`src/rtl/hazard_ctrl_if.sv`:
```
`default_nettype none
// ============================================================================
// Module      : hazard_ctrl_if
// Description : Pipeline-register status in, forwarding/stall/flush controls out.
// Revision    : 1.0 - initial release
// ============================================================================
interface hazard_ctrl_if;
    logic [4:0]  IDRs, IDRt;
    logic        IDUsesRs, IDUsesRt, IDIsStore, IDBranch, IDJumpR, NPCSrc;
    logic [4:0]  IDEXRs, IDEXRt, IDEXRd;
    logic        IDEXRegWrite, IDEXMemRead, IDEXALUSrc0;
    logic [1:0]  IDEXALUSrc;
    logic [4:0]  EXMEMRd, EXMEMRt;
    logic        EXMEMRegWrite, EXMEMMemRead, EXMEMMemWrite, EXMEMLink;
    logic [4:0]  MEMWBRd;
    logic        MEMWBRegWrite;
    logic [2:0]  EXForwardA, EXForwardB, EXForwardC, MEMForward;
    logic [2:0]  IDForwardJumpR, IDForwardBranchA, IDForwardBranchB;
    logic        PCWrite, IFIDWrite, IDEXFlush, IFIDFlush;
    logic [31:0] StallCnt, FlushCnt;

    modport master (
        output IDRs, IDRt, IDUsesRs, IDUsesRt, IDIsStore, IDBranch, IDJumpR, NPCSrc,
        output IDEXRs, IDEXRt, IDEXRd, IDEXRegWrite, IDEXMemRead, IDEXALUSrc0, IDEXALUSrc,
        output EXMEMRd, EXMEMRt, EXMEMRegWrite, EXMEMMemRead, EXMEMMemWrite, EXMEMLink,
        output MEMWBRd, MEMWBRegWrite,
        input  EXForwardA, EXForwardB, EXForwardC, MEMForward,
        input  IDForwardJumpR, IDForwardBranchA, IDForwardBranchB,
        input  PCWrite, IFIDWrite, IDEXFlush, IFIDFlush, StallCnt, FlushCnt
    );

    modport slave (
        input  IDRs, IDRt, IDUsesRs, IDUsesRt, IDIsStore, IDBranch, IDJumpR, NPCSrc,
        input  IDEXRs, IDEXRt, IDEXRd, IDEXRegWrite, IDEXMemRead, IDEXALUSrc0, IDEXALUSrc,
        input  EXMEMRd, EXMEMRt, EXMEMRegWrite, EXMEMMemRead, EXMEMMemWrite, EXMEMLink,
        input  MEMWBRd, MEMWBRegWrite,
        output EXForwardA, EXForwardB, EXForwardC, MEMForward,
        output IDForwardJumpR, IDForwardBranchA, IDForwardBranchB,
        output PCWrite, IFIDWrite, IDEXFlush, IFIDFlush, StallCnt, FlushCnt
    );
endinterface
`default_nettype wire

```
`src/rtl/hazard_ctrl.sv`:
```
`default_nettype none
// ============================================================================
// Module      : hazard_ctrl
// Description : Forwarding selects, load/branch hazard stalls and IF/ID flush.
// Revision    : 1.0 - initial release
// ============================================================================
module hazard_ctrl (
    input  wire          clk,
    input  wire          rstn,
    hazard_ctrl_if.slave hz
);
    localparam logic [2:0] c_FWD_IDEX    = 3'd0;
    localparam logic [2:0] c_FWD_EXMEM   = 3'd1;
    localparam logic [2:0] c_FWD_MEMWB   = 3'd2;
    localparam logic [2:0] c_FWD_RF      = 3'd3;
    localparam logic [2:0] c_FWD_EXMEM_P4 = 3'd4;
    localparam logic [1:0] c_ALUSRC_REG  = 2'd0;

    localparam logic [0:0] c_ST_RUN   = 1'b0;
    localparam logic [0:0] c_ST_STALL = 1'b1;

    logic [0:0]  r_state;
    logic [1:0]  r_rem;
    logic [31:0] r_stall_cnt;
    logic [31:0] r_flush_cnt;

    function automatic logic f_hit(input logic we, input logic [4:0] rd, input logic [4:0] src);
        return we && (rd != 5'd0) && (rd == src);
    endfunction

    // Nearest non-load producer wins; a load in EX/MEM has no data yet.
    function automatic logic [2:0] f_ex_sel(input logic exmem_hit, input logic exmem_ld,
                                            input logic memwb_hit);
        if (exmem_hit && !exmem_ld) return c_FWD_EXMEM;
        if (memwb_hit)              return c_FWD_MEMWB;
        return c_FWD_IDEX;
    endfunction

    logic [4:0] w_src_a;
    logic [2:0] w_fwd_a, w_fwd_b, w_fwd_c, w_fwd_mem, w_fwd_jr, w_fwd_bra, w_fwd_brb;
    logic       w_ex_rs, w_ex_rt, w_ex_src_a, w_wb_src_a, w_wb_rt;
    logic       w_idex_rs, w_idex_rt, w_ctl, w_need2, w_need1, w_stall, w_ifid_flush;
    logic [1:0] w_rem_nxt;

    assign w_src_a    = hz.IDEXALUSrc0 ? hz.IDEXRt : hz.IDEXRs;
    assign w_ex_src_a = f_hit(hz.EXMEMRegWrite, hz.EXMEMRd, w_src_a);
    assign w_wb_src_a = f_hit(hz.MEMWBRegWrite, hz.MEMWBRd, w_src_a);
    assign w_wb_rt    = f_hit(hz.MEMWBRegWrite, hz.MEMWBRd, hz.IDEXRt);

    assign w_fwd_a = f_ex_sel(w_ex_src_a, hz.EXMEMMemRead, w_wb_src_a);
    assign w_fwd_c = f_ex_sel(f_hit(hz.EXMEMRegWrite, hz.EXMEMRd, hz.IDEXRt),
                              hz.EXMEMMemRead, w_wb_rt);
    assign w_fwd_b = (hz.IDEXALUSrc == c_ALUSRC_REG) ? w_fwd_c : c_FWD_IDEX;

    assign w_fwd_mem = (hz.EXMEMMemWrite && f_hit(hz.MEMWBRegWrite, hz.MEMWBRd, hz.EXMEMRt))
                       ? c_FWD_MEMWB : c_FWD_EXMEM;

    // ID-stage operands: MEM/WB is covered by the write-through register file.
    assign w_ex_rs = f_hit(hz.EXMEMRegWrite, hz.EXMEMRd, hz.IDRs);
    assign w_ex_rt = f_hit(hz.EXMEMRegWrite, hz.EXMEMRd, hz.IDRt);

    assign w_fwd_bra = (w_ex_rs && !hz.EXMEMMemRead) ? c_FWD_EXMEM : c_FWD_RF;
    assign w_fwd_brb = (w_ex_rt && !hz.EXMEMMemRead) ? c_FWD_EXMEM : c_FWD_RF;
    assign w_fwd_jr  = (w_ex_rs && hz.EXMEMLink) ? c_FWD_EXMEM_P4 :
                       (w_ex_rs && !hz.EXMEMMemRead) ? c_FWD_EXMEM : c_FWD_RF;

    assign w_idex_rs = hz.IDUsesRs && f_hit(hz.IDEXRegWrite, hz.IDEXRd, hz.IDRs);
    assign w_idex_rt = hz.IDUsesRt && f_hit(hz.IDEXRegWrite, hz.IDEXRd, hz.IDRt);
    assign w_ctl     = hz.IDBranch || hz.IDJumpR;

    assign w_need2 = w_ctl && hz.IDEXMemRead && (w_idex_rs || w_idex_rt);
    assign w_need1 = (w_ctl && !hz.IDEXMemRead && (w_idex_rs || w_idex_rt))
                  || (w_ctl && hz.EXMEMMemRead && ((hz.IDUsesRs && w_ex_rs) ||
                                                   (hz.IDUsesRt && w_ex_rt)))
                  || (hz.IDEXMemRead && (w_idex_rs || (w_idex_rt && !hz.IDIsStore)));

    assign w_stall      = (r_state == c_ST_STALL) || w_need2 || w_need1;
    assign w_ifid_flush = !w_stall && hz.NPCSrc;
    assign w_rem_nxt    = r_rem - 2'd1;

    always_ff @(posedge clk or negedge rstn) begin
        if (!rstn) begin
            r_state     <= c_ST_RUN;
            r_rem       <= 2'd0;
            r_stall_cnt <= 32'd0;
            r_flush_cnt <= 32'd0;
        end else begin
            case (r_state)
                c_ST_RUN: begin
                    if (w_need2) begin
                        r_state <= c_ST_STALL;
                        r_rem   <= 2'd1;
                    end
                end
                default: begin
                    r_rem <= w_rem_nxt;
                    if (w_rem_nxt == 2'd0) r_state <= c_ST_RUN;
                end
            endcase
            if (w_stall)      r_stall_cnt <= r_stall_cnt + 32'd1;
            if (w_ifid_flush) r_flush_cnt <= r_flush_cnt + 32'd1;
        end
    end

    // Every control output holds its idle value while reset is asserted.
    assign hz.EXForwardA       = rstn ? w_fwd_a   : c_FWD_IDEX;
    assign hz.EXForwardB       = rstn ? w_fwd_b   : c_FWD_IDEX;
    assign hz.EXForwardC       = rstn ? w_fwd_c   : c_FWD_IDEX;
    assign hz.MEMForward       = rstn ? w_fwd_mem : c_FWD_EXMEM;
    assign hz.IDForwardJumpR   = rstn ? w_fwd_jr  : c_FWD_RF;
    assign hz.IDForwardBranchA = rstn ? w_fwd_bra : c_FWD_RF;
    assign hz.IDForwardBranchB = rstn ? w_fwd_brb : c_FWD_RF;
    assign hz.PCWrite          = !rstn || !w_stall;
    assign hz.IFIDWrite        = !rstn || !w_stall;
    assign hz.IDEXFlush        = rstn && w_stall;
    assign hz.IFIDFlush        = rstn && w_ifid_flush;
    assign hz.StallCnt         = r_stall_cnt;
    assign hz.FlushCnt         = r_flush_cnt;
endmodule
`default_nettype wire

```
`src/flat_wrapper.sv`:
```
// flat-port wrapper written by rule: the top's interface ports become plain ports
module hazard_ctrl_flat 
  (clk, rstn, hz_IDRs, hz_IDRt, hz_IDUsesRs, hz_IDUsesRt, hz_IDIsStore, hz_IDBranch, hz_IDJumpR, hz_NPCSrc, hz_IDEXRs, hz_IDEXRt, hz_IDEXRd, hz_IDEXRegWrite, hz_IDEXMemRead, hz_IDEXALUSrc0, hz_IDEXALUSrc, hz_EXMEMRd, hz_EXMEMRt, hz_EXMEMRegWrite, hz_EXMEMMemRead, hz_EXMEMMemWrite, hz_EXMEMLink, hz_MEMWBRd, hz_MEMWBRegWrite, hz_EXForwardA, hz_EXForwardB, hz_EXForwardC, hz_MEMForward, hz_IDForwardJumpR, hz_IDForwardBranchA, hz_IDForwardBranchB, hz_PCWrite, hz_IFIDWrite, hz_IDEXFlush, hz_IFIDFlush, hz_StallCnt, hz_FlushCnt);
  hazard_ctrl_if hz_i ();
  input  wire clk;
  input  wire rstn;
  input wire logic [$bits(hz_i.IDRs)-1:0] hz_IDRs;
  input wire logic [$bits(hz_i.IDRt)-1:0] hz_IDRt;
  input wire logic [$bits(hz_i.IDUsesRs)-1:0] hz_IDUsesRs;
  input wire logic [$bits(hz_i.IDUsesRt)-1:0] hz_IDUsesRt;
  input wire logic [$bits(hz_i.IDIsStore)-1:0] hz_IDIsStore;
  input wire logic [$bits(hz_i.IDBranch)-1:0] hz_IDBranch;
  input wire logic [$bits(hz_i.IDJumpR)-1:0] hz_IDJumpR;
  input wire logic [$bits(hz_i.NPCSrc)-1:0] hz_NPCSrc;
  input wire logic [$bits(hz_i.IDEXRs)-1:0] hz_IDEXRs;
  input wire logic [$bits(hz_i.IDEXRt)-1:0] hz_IDEXRt;
  input wire logic [$bits(hz_i.IDEXRd)-1:0] hz_IDEXRd;
  input wire logic [$bits(hz_i.IDEXRegWrite)-1:0] hz_IDEXRegWrite;
  input wire logic [$bits(hz_i.IDEXMemRead)-1:0] hz_IDEXMemRead;
  input wire logic [$bits(hz_i.IDEXALUSrc0)-1:0] hz_IDEXALUSrc0;
  input wire logic [$bits(hz_i.IDEXALUSrc)-1:0] hz_IDEXALUSrc;
  input wire logic [$bits(hz_i.EXMEMRd)-1:0] hz_EXMEMRd;
  input wire logic [$bits(hz_i.EXMEMRt)-1:0] hz_EXMEMRt;
  input wire logic [$bits(hz_i.EXMEMRegWrite)-1:0] hz_EXMEMRegWrite;
  input wire logic [$bits(hz_i.EXMEMMemRead)-1:0] hz_EXMEMMemRead;
  input wire logic [$bits(hz_i.EXMEMMemWrite)-1:0] hz_EXMEMMemWrite;
  input wire logic [$bits(hz_i.EXMEMLink)-1:0] hz_EXMEMLink;
  input wire logic [$bits(hz_i.MEMWBRd)-1:0] hz_MEMWBRd;
  input wire logic [$bits(hz_i.MEMWBRegWrite)-1:0] hz_MEMWBRegWrite;
  output wire logic [$bits(hz_i.EXForwardA)-1:0] hz_EXForwardA;
  output wire logic [$bits(hz_i.EXForwardB)-1:0] hz_EXForwardB;
  output wire logic [$bits(hz_i.EXForwardC)-1:0] hz_EXForwardC;
  output wire logic [$bits(hz_i.MEMForward)-1:0] hz_MEMForward;
  output wire logic [$bits(hz_i.IDForwardJumpR)-1:0] hz_IDForwardJumpR;
  output wire logic [$bits(hz_i.IDForwardBranchA)-1:0] hz_IDForwardBranchA;
  output wire logic [$bits(hz_i.IDForwardBranchB)-1:0] hz_IDForwardBranchB;
  output wire logic [$bits(hz_i.PCWrite)-1:0] hz_PCWrite;
  output wire logic [$bits(hz_i.IFIDWrite)-1:0] hz_IFIDWrite;
  output wire logic [$bits(hz_i.IDEXFlush)-1:0] hz_IDEXFlush;
  output wire logic [$bits(hz_i.IFIDFlush)-1:0] hz_IFIDFlush;
  output wire logic [$bits(hz_i.StallCnt)-1:0] hz_StallCnt;
  output wire logic [$bits(hz_i.FlushCnt)-1:0] hz_FlushCnt;
  assign hz_i.IDRs = hz_IDRs;
  assign hz_i.IDRt = hz_IDRt;
  assign hz_i.IDUsesRs = hz_IDUsesRs;
  assign hz_i.IDUsesRt = hz_IDUsesRt;
  assign hz_i.IDIsStore = hz_IDIsStore;
  assign hz_i.IDBranch = hz_IDBranch;
  assign hz_i.IDJumpR = hz_IDJumpR;
  assign hz_i.NPCSrc = hz_NPCSrc;
  assign hz_i.IDEXRs = hz_IDEXRs;
  assign hz_i.IDEXRt = hz_IDEXRt;
  assign hz_i.IDEXRd = hz_IDEXRd;
  assign hz_i.IDEXRegWrite = hz_IDEXRegWrite;
  assign hz_i.IDEXMemRead = hz_IDEXMemRead;
  assign hz_i.IDEXALUSrc0 = hz_IDEXALUSrc0;
  assign hz_i.IDEXALUSrc = hz_IDEXALUSrc;
  assign hz_i.EXMEMRd = hz_EXMEMRd;
  assign hz_i.EXMEMRt = hz_EXMEMRt;
  assign hz_i.EXMEMRegWrite = hz_EXMEMRegWrite;
  assign hz_i.EXMEMMemRead = hz_EXMEMMemRead;
  assign hz_i.EXMEMMemWrite = hz_EXMEMMemWrite;
  assign hz_i.EXMEMLink = hz_EXMEMLink;
  assign hz_i.MEMWBRd = hz_MEMWBRd;
  assign hz_i.MEMWBRegWrite = hz_MEMWBRegWrite;
  assign hz_EXForwardA = hz_i.EXForwardA;
  assign hz_EXForwardB = hz_i.EXForwardB;
  assign hz_EXForwardC = hz_i.EXForwardC;
  assign hz_MEMForward = hz_i.MEMForward;
  assign hz_IDForwardJumpR = hz_i.IDForwardJumpR;
  assign hz_IDForwardBranchA = hz_i.IDForwardBranchA;
  assign hz_IDForwardBranchB = hz_i.IDForwardBranchB;
  assign hz_PCWrite = hz_i.PCWrite;
  assign hz_IFIDWrite = hz_i.IFIDWrite;
  assign hz_IDEXFlush = hz_i.IDEXFlush;
  assign hz_IFIDFlush = hz_i.IFIDFlush;
  assign hz_StallCnt = hz_i.StallCnt;
  assign hz_FlushCnt = hz_i.FlushCnt;
  hazard_ctrl u_core (.clk(clk), .rstn(rstn), .hz(hz_i));
endmodule
```
`config.mk`:
```
export PLATFORM = sky130hd
export DESIGN_NAME = hazard_ctrl_flat
export DESIGN_NICKNAME = d
export VERILOG_FILES = /design/src/rtl/hazard_ctrl_if.sv /design/src/rtl/hazard_ctrl.sv /design/src/flat_wrapper.sv
export SDC_FILE = /design/constraint.sdc
export NUM_CORES = 1
export LEC_CHECK = 0
export ABC_AREA = 1
export CORE_MARGIN = 2
export CORE_UTILIZATION = 28
export DETAILED_ROUTE_END_ITERATION = 10
export PLACE_DENSITY_LB_ADDON = 0.05
export SLEW_MARGIN = 30
export SYNTH_ARGS = -nofsm -noshare
export SYNTH_HDL_FRONTEND = slang
export SYNTH_SLANG_ARGS = --single-unit
export TNS_END_PERCENT = 10
```
`constraint.sdc`:
```
create_clock -name clk -period 3.4 [get_ports clk]
set_clock_uncertainty 0.2 [all_clocks]
set_input_delay 1.02 -clock clk [delete_from_list [all_inputs] [get_ports clk]]
set_output_delay 1.02 -clock clk [all_outputs]
set_load 0.1 [all_outputs]
```
# After elaboration in Yosys (flattened, before gate mapping)
# Cells that the tools add are included.
[word_totals] output_inout_bits=89 register_bits=67
[op_classes] n_eq_ne=9 add_sub_neg=3 muxes=32 reduce_logical=53
[op_table] operator="adder 32 x 1 -> 32 bit, second input constant" n=2
[op_table] operator="2-to-1 mux 3 bit" n=17
[op_table] operator="equality test 5 bit" n=9
[op_table] operator="logical AND 1 bit" n=33
[op_table] operator="nonzero test 5 bit" n=3
[op_table] operator="2-to-1 mux 2 bit" n=5
[op_table] operator="logical OR 1 bit" n=9
[op_table] operator="2-to-1 mux 1 bit" n=9
[op_table] operator="logical NOT 1 bit" n=5
[op_table] operator="2-to-1 mux 5 bit" n=1
[op_table] operator="logical NOT 2 bit" n=2
[op_table] operator="nonzero test 2 bit" n=1
[op_table] operator="subtractor 2 x 1 -> 2 bit, second input constant" n=1

# Logic depth before layout (Yosys ltp)
[logic_depth] ltp_word=12 depth_mapped=14

# Worst setup path after synthesis
# Ideal clock, no wire load.
[synth_timing] path_kind="in2out" start="input hz_EXMEMRd[4]" end="output hz_EXForwardB[0]" t_arrival_ns=3.790 required_time_ns=2.180 setup_slack_ns=-1.610 path_stages=5 cell_sequence="buf_2 -> xor2_1 -> nor4_1 -> nand3_1 -> nor3_1"
[synth_via] elab_chain_cells=8
[synth_rtl] item="start, declared" line="flat_wrapper.sv:22" rtl="input wire logic [$bits(hz_i.EXMEMRd)-1:0] hz_EXMEMRd;"
[synth_rtl] item="nonzero test 5 bit" line="hazard_ctrl.sv:28" rtl="return we && (rd != 5'd0) && (rd == src);"
[synth_rtl] item="logical AND 1 bit" line="hazard_ctrl.sv:28"
[synth_rtl] item="logical AND 1 bit *" line="hazard_ctrl.sv:28"
[synth_rtl] item="logical AND 1 bit *" line="hazard_ctrl.sv:34" rtl="if (exmem_hit && !exmem_ld) return c_FWD_EXMEM;"
[synth_rtl] item="2-to-1 mux 1 bit *" line="hazard_ctrl.sv:34"
[synth_rtl] item="2-to-1 mux 3 bit *" line="hazard_ctrl.sv:35" rtl="if (memwb_hit) return c_FWD_MEMWB;"
[synth_rtl] item="2-to-1 mux 3 bit *" line="hazard_ctrl.sv:53" rtl="assign w_fwd_b = (hz.IDEXALUSrc == c_ALUSRC_REG) ? w_fwd_c : c_FWD_IDEX;"
[synth_rtl] item="2-to-1 mux 3 bit *" line="hazard_ctrl.sv:107" rtl="assign hz.EXForwardB = rstn ? w_fwd_b : c_FWD_IDEX;"
[synth_rtl] item="end, declared" line="flat_wrapper.sv:31" rtl="output wire logic [$bits(hz_i.EXForwardB)-1:0] hz_EXForwardB;"
# Mark *: on every way between the ends. The rest lies on a longest branch, timed or not.

# Final worst setup path
[layout_timing] start="input hz_IDEXALUSrc0" end="output hz_EXForwardA[0]"
[layout_via] elab_chain_cells=8
[layout_rtl] item="start, declared" line="flat_wrapper.sv:20" rtl="input wire logic [$bits(hz_i.IDEXALUSrc0)-1:0] hz_IDEXALUSrc0;"
[layout_rtl] item="2-to-1 mux 5 bit *" line="hazard_ctrl.sv:45" rtl="assign w_src_a = hz.IDEXALUSrc0 ? hz.IDEXRt : hz.IDEXRs;"
[layout_rtl] item="equality test 5 bit" line="hazard_ctrl.sv:28"
[layout_rtl] item="logical AND 1 bit" line="hazard_ctrl.sv:28"
[layout_rtl] item="2-to-1 mux 1 bit (2 in series)" line="hazard_ctrl.sv:35"
[layout_rtl] item="2-to-1 mux 3 bit" line="hazard_ctrl.sv:36" rtl="return c_FWD_IDEX;"
[layout_rtl] item="2-to-1 mux 3 bit *" line="hazard_ctrl.sv:35"
[layout_rtl] item="2-to-1 mux 3 bit *" line="hazard_ctrl.sv:106" rtl="assign hz.EXForwardA = rstn ? w_fwd_a : c_FWD_IDEX;"
[layout_rtl] item="end, declared" line="flat_wrapper.sv:30" rtl="output wire logic [$bits(hz_i.EXForwardA)-1:0] hz_EXForwardA;"
# Mark *: on every way between the ends. The rest lies on a longest branch, timed or not. The select of a mux whose other input is x is not followed.

==> results.yml <==
floorplan:
  pin_count: 147
  die_y_um: 143
  coreArea_sq_um: 18800
  start_util: 0.287
  rows: 50
  dieArea_sq_um: 20400
  die_w_um: 143
critical_path:
  crit_arrival_ps: 2320
  crit_chain: "buf_2, inv_2, buf_4, o21ai_4, xor2_1, o21a_1, and3_4, inv_2, nor2_4, buf_12"
  worst_setup_path_end_kind: "primary output"
  crit_slowest_cell: "and3_4"
  crit_path_frequent_cell: "inv_2"
  cp_num_buf_inv: 5
  crit_family: "buffers and inverters"
  critPathKind: "input port to primary output"
  cp-start-kind: "input port"
  cp_data_required_time_ps: 2180
  slowest_delay_ps: 200
  path_max_fanout: 3
timing:
  min_period_ps: 3540
  worst_pin_slew_ps: 735
  fin_crit_sh: 1.04
  slew_headroom: 0.510
  finalWorstSetupSlack_ps: -138
  max_freq_mhz: 283
  setup_tns_ps: -755
  slew_violations: 0
  hold_viol: 0
  rsz0062_at_grt: "yes"
  whs_ps: 280
  setup_violations: 10
route:
  via_count: 5812
  drt_pass1_iterations: 5
  dr.first_iter.drc_count: 190
  route.detailed.drc: 0
  antenna_left: 0
  wire_per_inst_um: 15.4
  wl_mm: 19.0
  vias_per_cell: 4.70
placed_design:
  place_ws_ps: -716
  hpwl_mm: 14.5
  placed_cells: 1214
  io_buffers: 138
  place.gp.congestion: 0.868
global_route:
  grt_max_degree: 65
  first_global_vias: 5714
  grt_pass1_wl_mm: 30.4
  grt_overflow: 0
  grt_usage: 0.190
  antenna_found_initial: 0
job:
  cap_violations: 0
finish:
  area_delta_synth_final_pct: 49.5
  drive_above_1_share: 0.308
  most-common-layout-cells: "nand2_1, buf_4, dfrtp_1"
  finalNetCount: 1059
  fill_cells: 2051
  layout_commonest_cell: "nand2_1"
  fin_cells: 1237
  diodes: 0
synth:
  ys_seq_area_frac: 0.311
  ys_seq_elements: 67
  synth.avg_cell_area_sq_um: 6.65
  synth_cells: 810
  ys.warnings.count: 0
  syn_area_sq_um: 5380
  synth_cell_types: 37
clock_network:
  root_buffer: "clkbuf_16"
  cts_buffer_depth: 2
  cts_buffers: 9
  clock-sinks: 67
  cts_max_level: 3
  worstSkewPairLatency_ps: 340
  cts_tree: "yes"
  clkTransAtPathRegs_ps: 50
power_and_ir_drop:
  ir_worst_vdd_mv: 0.468
  p_leak_nw: 3.97
  power_density_nw_per_um2: 399
worst_hold_path:
  holdCritPathClass: "flip-flop to flip-flop"
run_status:
  violations: "setup timing"
  status: "finished, violations left"
## worst reg2reg max path, stage by stage (launching register included)
cell     delay, ps
dfrtp_1        470
ha_1           280
nand3_1        270
inv_1          120
nand2_1        170
nor2_1         290
nand2_1        110
xnor2_1        150
nand4_1        110
nand2_1         90
## layout make-up
type / instances / area (sq um) / share of cell area
flip-flops and latches: 67 / 1680 / 0.208
repair buffers: 207 / 1880 / 0.233
inverters: 85 / 338 / 0.0420
multi-input cells: 628 / 3550 / 0.441
well taps: 234 / 293 / 0.0364
clock inverters: 5 / 60.1 / 0.00746
clock buffers: 11 / 253 / 0.0314
## cell usage after synthesis, drive strengths merged
master	instances	area share
a211oi	3	0.0042
a21oi	6	0.0056
a221oi	1	0.0016
a31oi	1	0.0012
and2	1	0.0012
and3	1	0.0012
buf	33	0.048
clkbuf	3	0.0021
conb	2	0.0014
dfrtp	67	0.31
ha	3	0.0070
inv	85	0.059
nand2	272	0.19
nand3	65	0.062
nand3b	3	0.0042
nand4	59	0.070
nor2	75	0.054
nor3	34	0.033
nor3b	1	0.0014
nor4	7	0.0081
o211ai	1	0.0014
o21a	1	0.0014
o21ai	11	0.010
o22ai	2	0.0023
or2	5	0.0058
xnor2	17	0.028
xor2	51	0.083
## report_power, final
group	internal [mW]	total, mW	switching (mW)
registers	0.860	0.953	0.0923
logic	0.367	1.27	0.905
clock network	0.610	0.985	0.375
total	1.84	3.21	1.37
## worst paths after layout
kind,slack (ps),endpoint,from,depth (start not counted)
setup / recovery,-140,hz_EXForwardA[0],hz_IDEXALUSrc0,10
hold / removal,280,u_core.r_rem[0],u_core.r_rem[0],1
setup reg to reg,1060,u_core.hz.FlushCnt[14],u_core.hz.FlushCnt[0],9
hold reg to reg,280,u_core.r_rem[0],u_core.r_rem[0],1
max in group asynchronous,1640,u_core.hz.FlushCnt[8],rstn,3
min in group asynchronous,650,u_core.hz.FlushCnt[24],rstn,3
## metal layers
metal / vias to the layer above / global-route usage / routed length [um]
met5: - / 0 / 0
met4: 0 / 0.0433 / 193
met3: 16 / 0.0396 / 931
met2: 127 / 0.318 / 9160
met1: 2689 / 0.251 / 8750
li1: 2980 / - / -
## stage by stage
| stage | utilization | area, sq um | power, mW |
|---|---|---|---|
| floorplan | - | 5530 | 1.85 |
| global placement | 0.395 | 7410 | 2.19 |
| detailed placement | 0.395 | 7410 | 2.19 |
| CTS | 0.420 | 7880 | 3.24 |
| global route | 0.429 | 8050 | 3.38 |
| finish | 0.429 | 8050 | 3.21 |
## cell families after synthesis
family	Yosys count	synth area share
other cells	2	0.00139
compound gates	26	0.0279
flops	67	0.311
xor+xnor	68	0.111
buf+inv	121	0.109
simple gates	523	0.432
fa+ha+maj	3	0.00697
## state kept, by name (all words and copies together), names as in the netlist
register / flops
u_core.r_state: 1
u_core.hz.StallCnt: 32
u_core.r_rem: 2
u_core.hz.FlushCnt: 32
## timing repair
action	in CTS	in global routing
resized for setup	214	67
setup buffers	6	1
hold buffers	0	0
setup endpoints to repair	17	17
pin swaps	57	41
(Power assumes the default switching activity.)
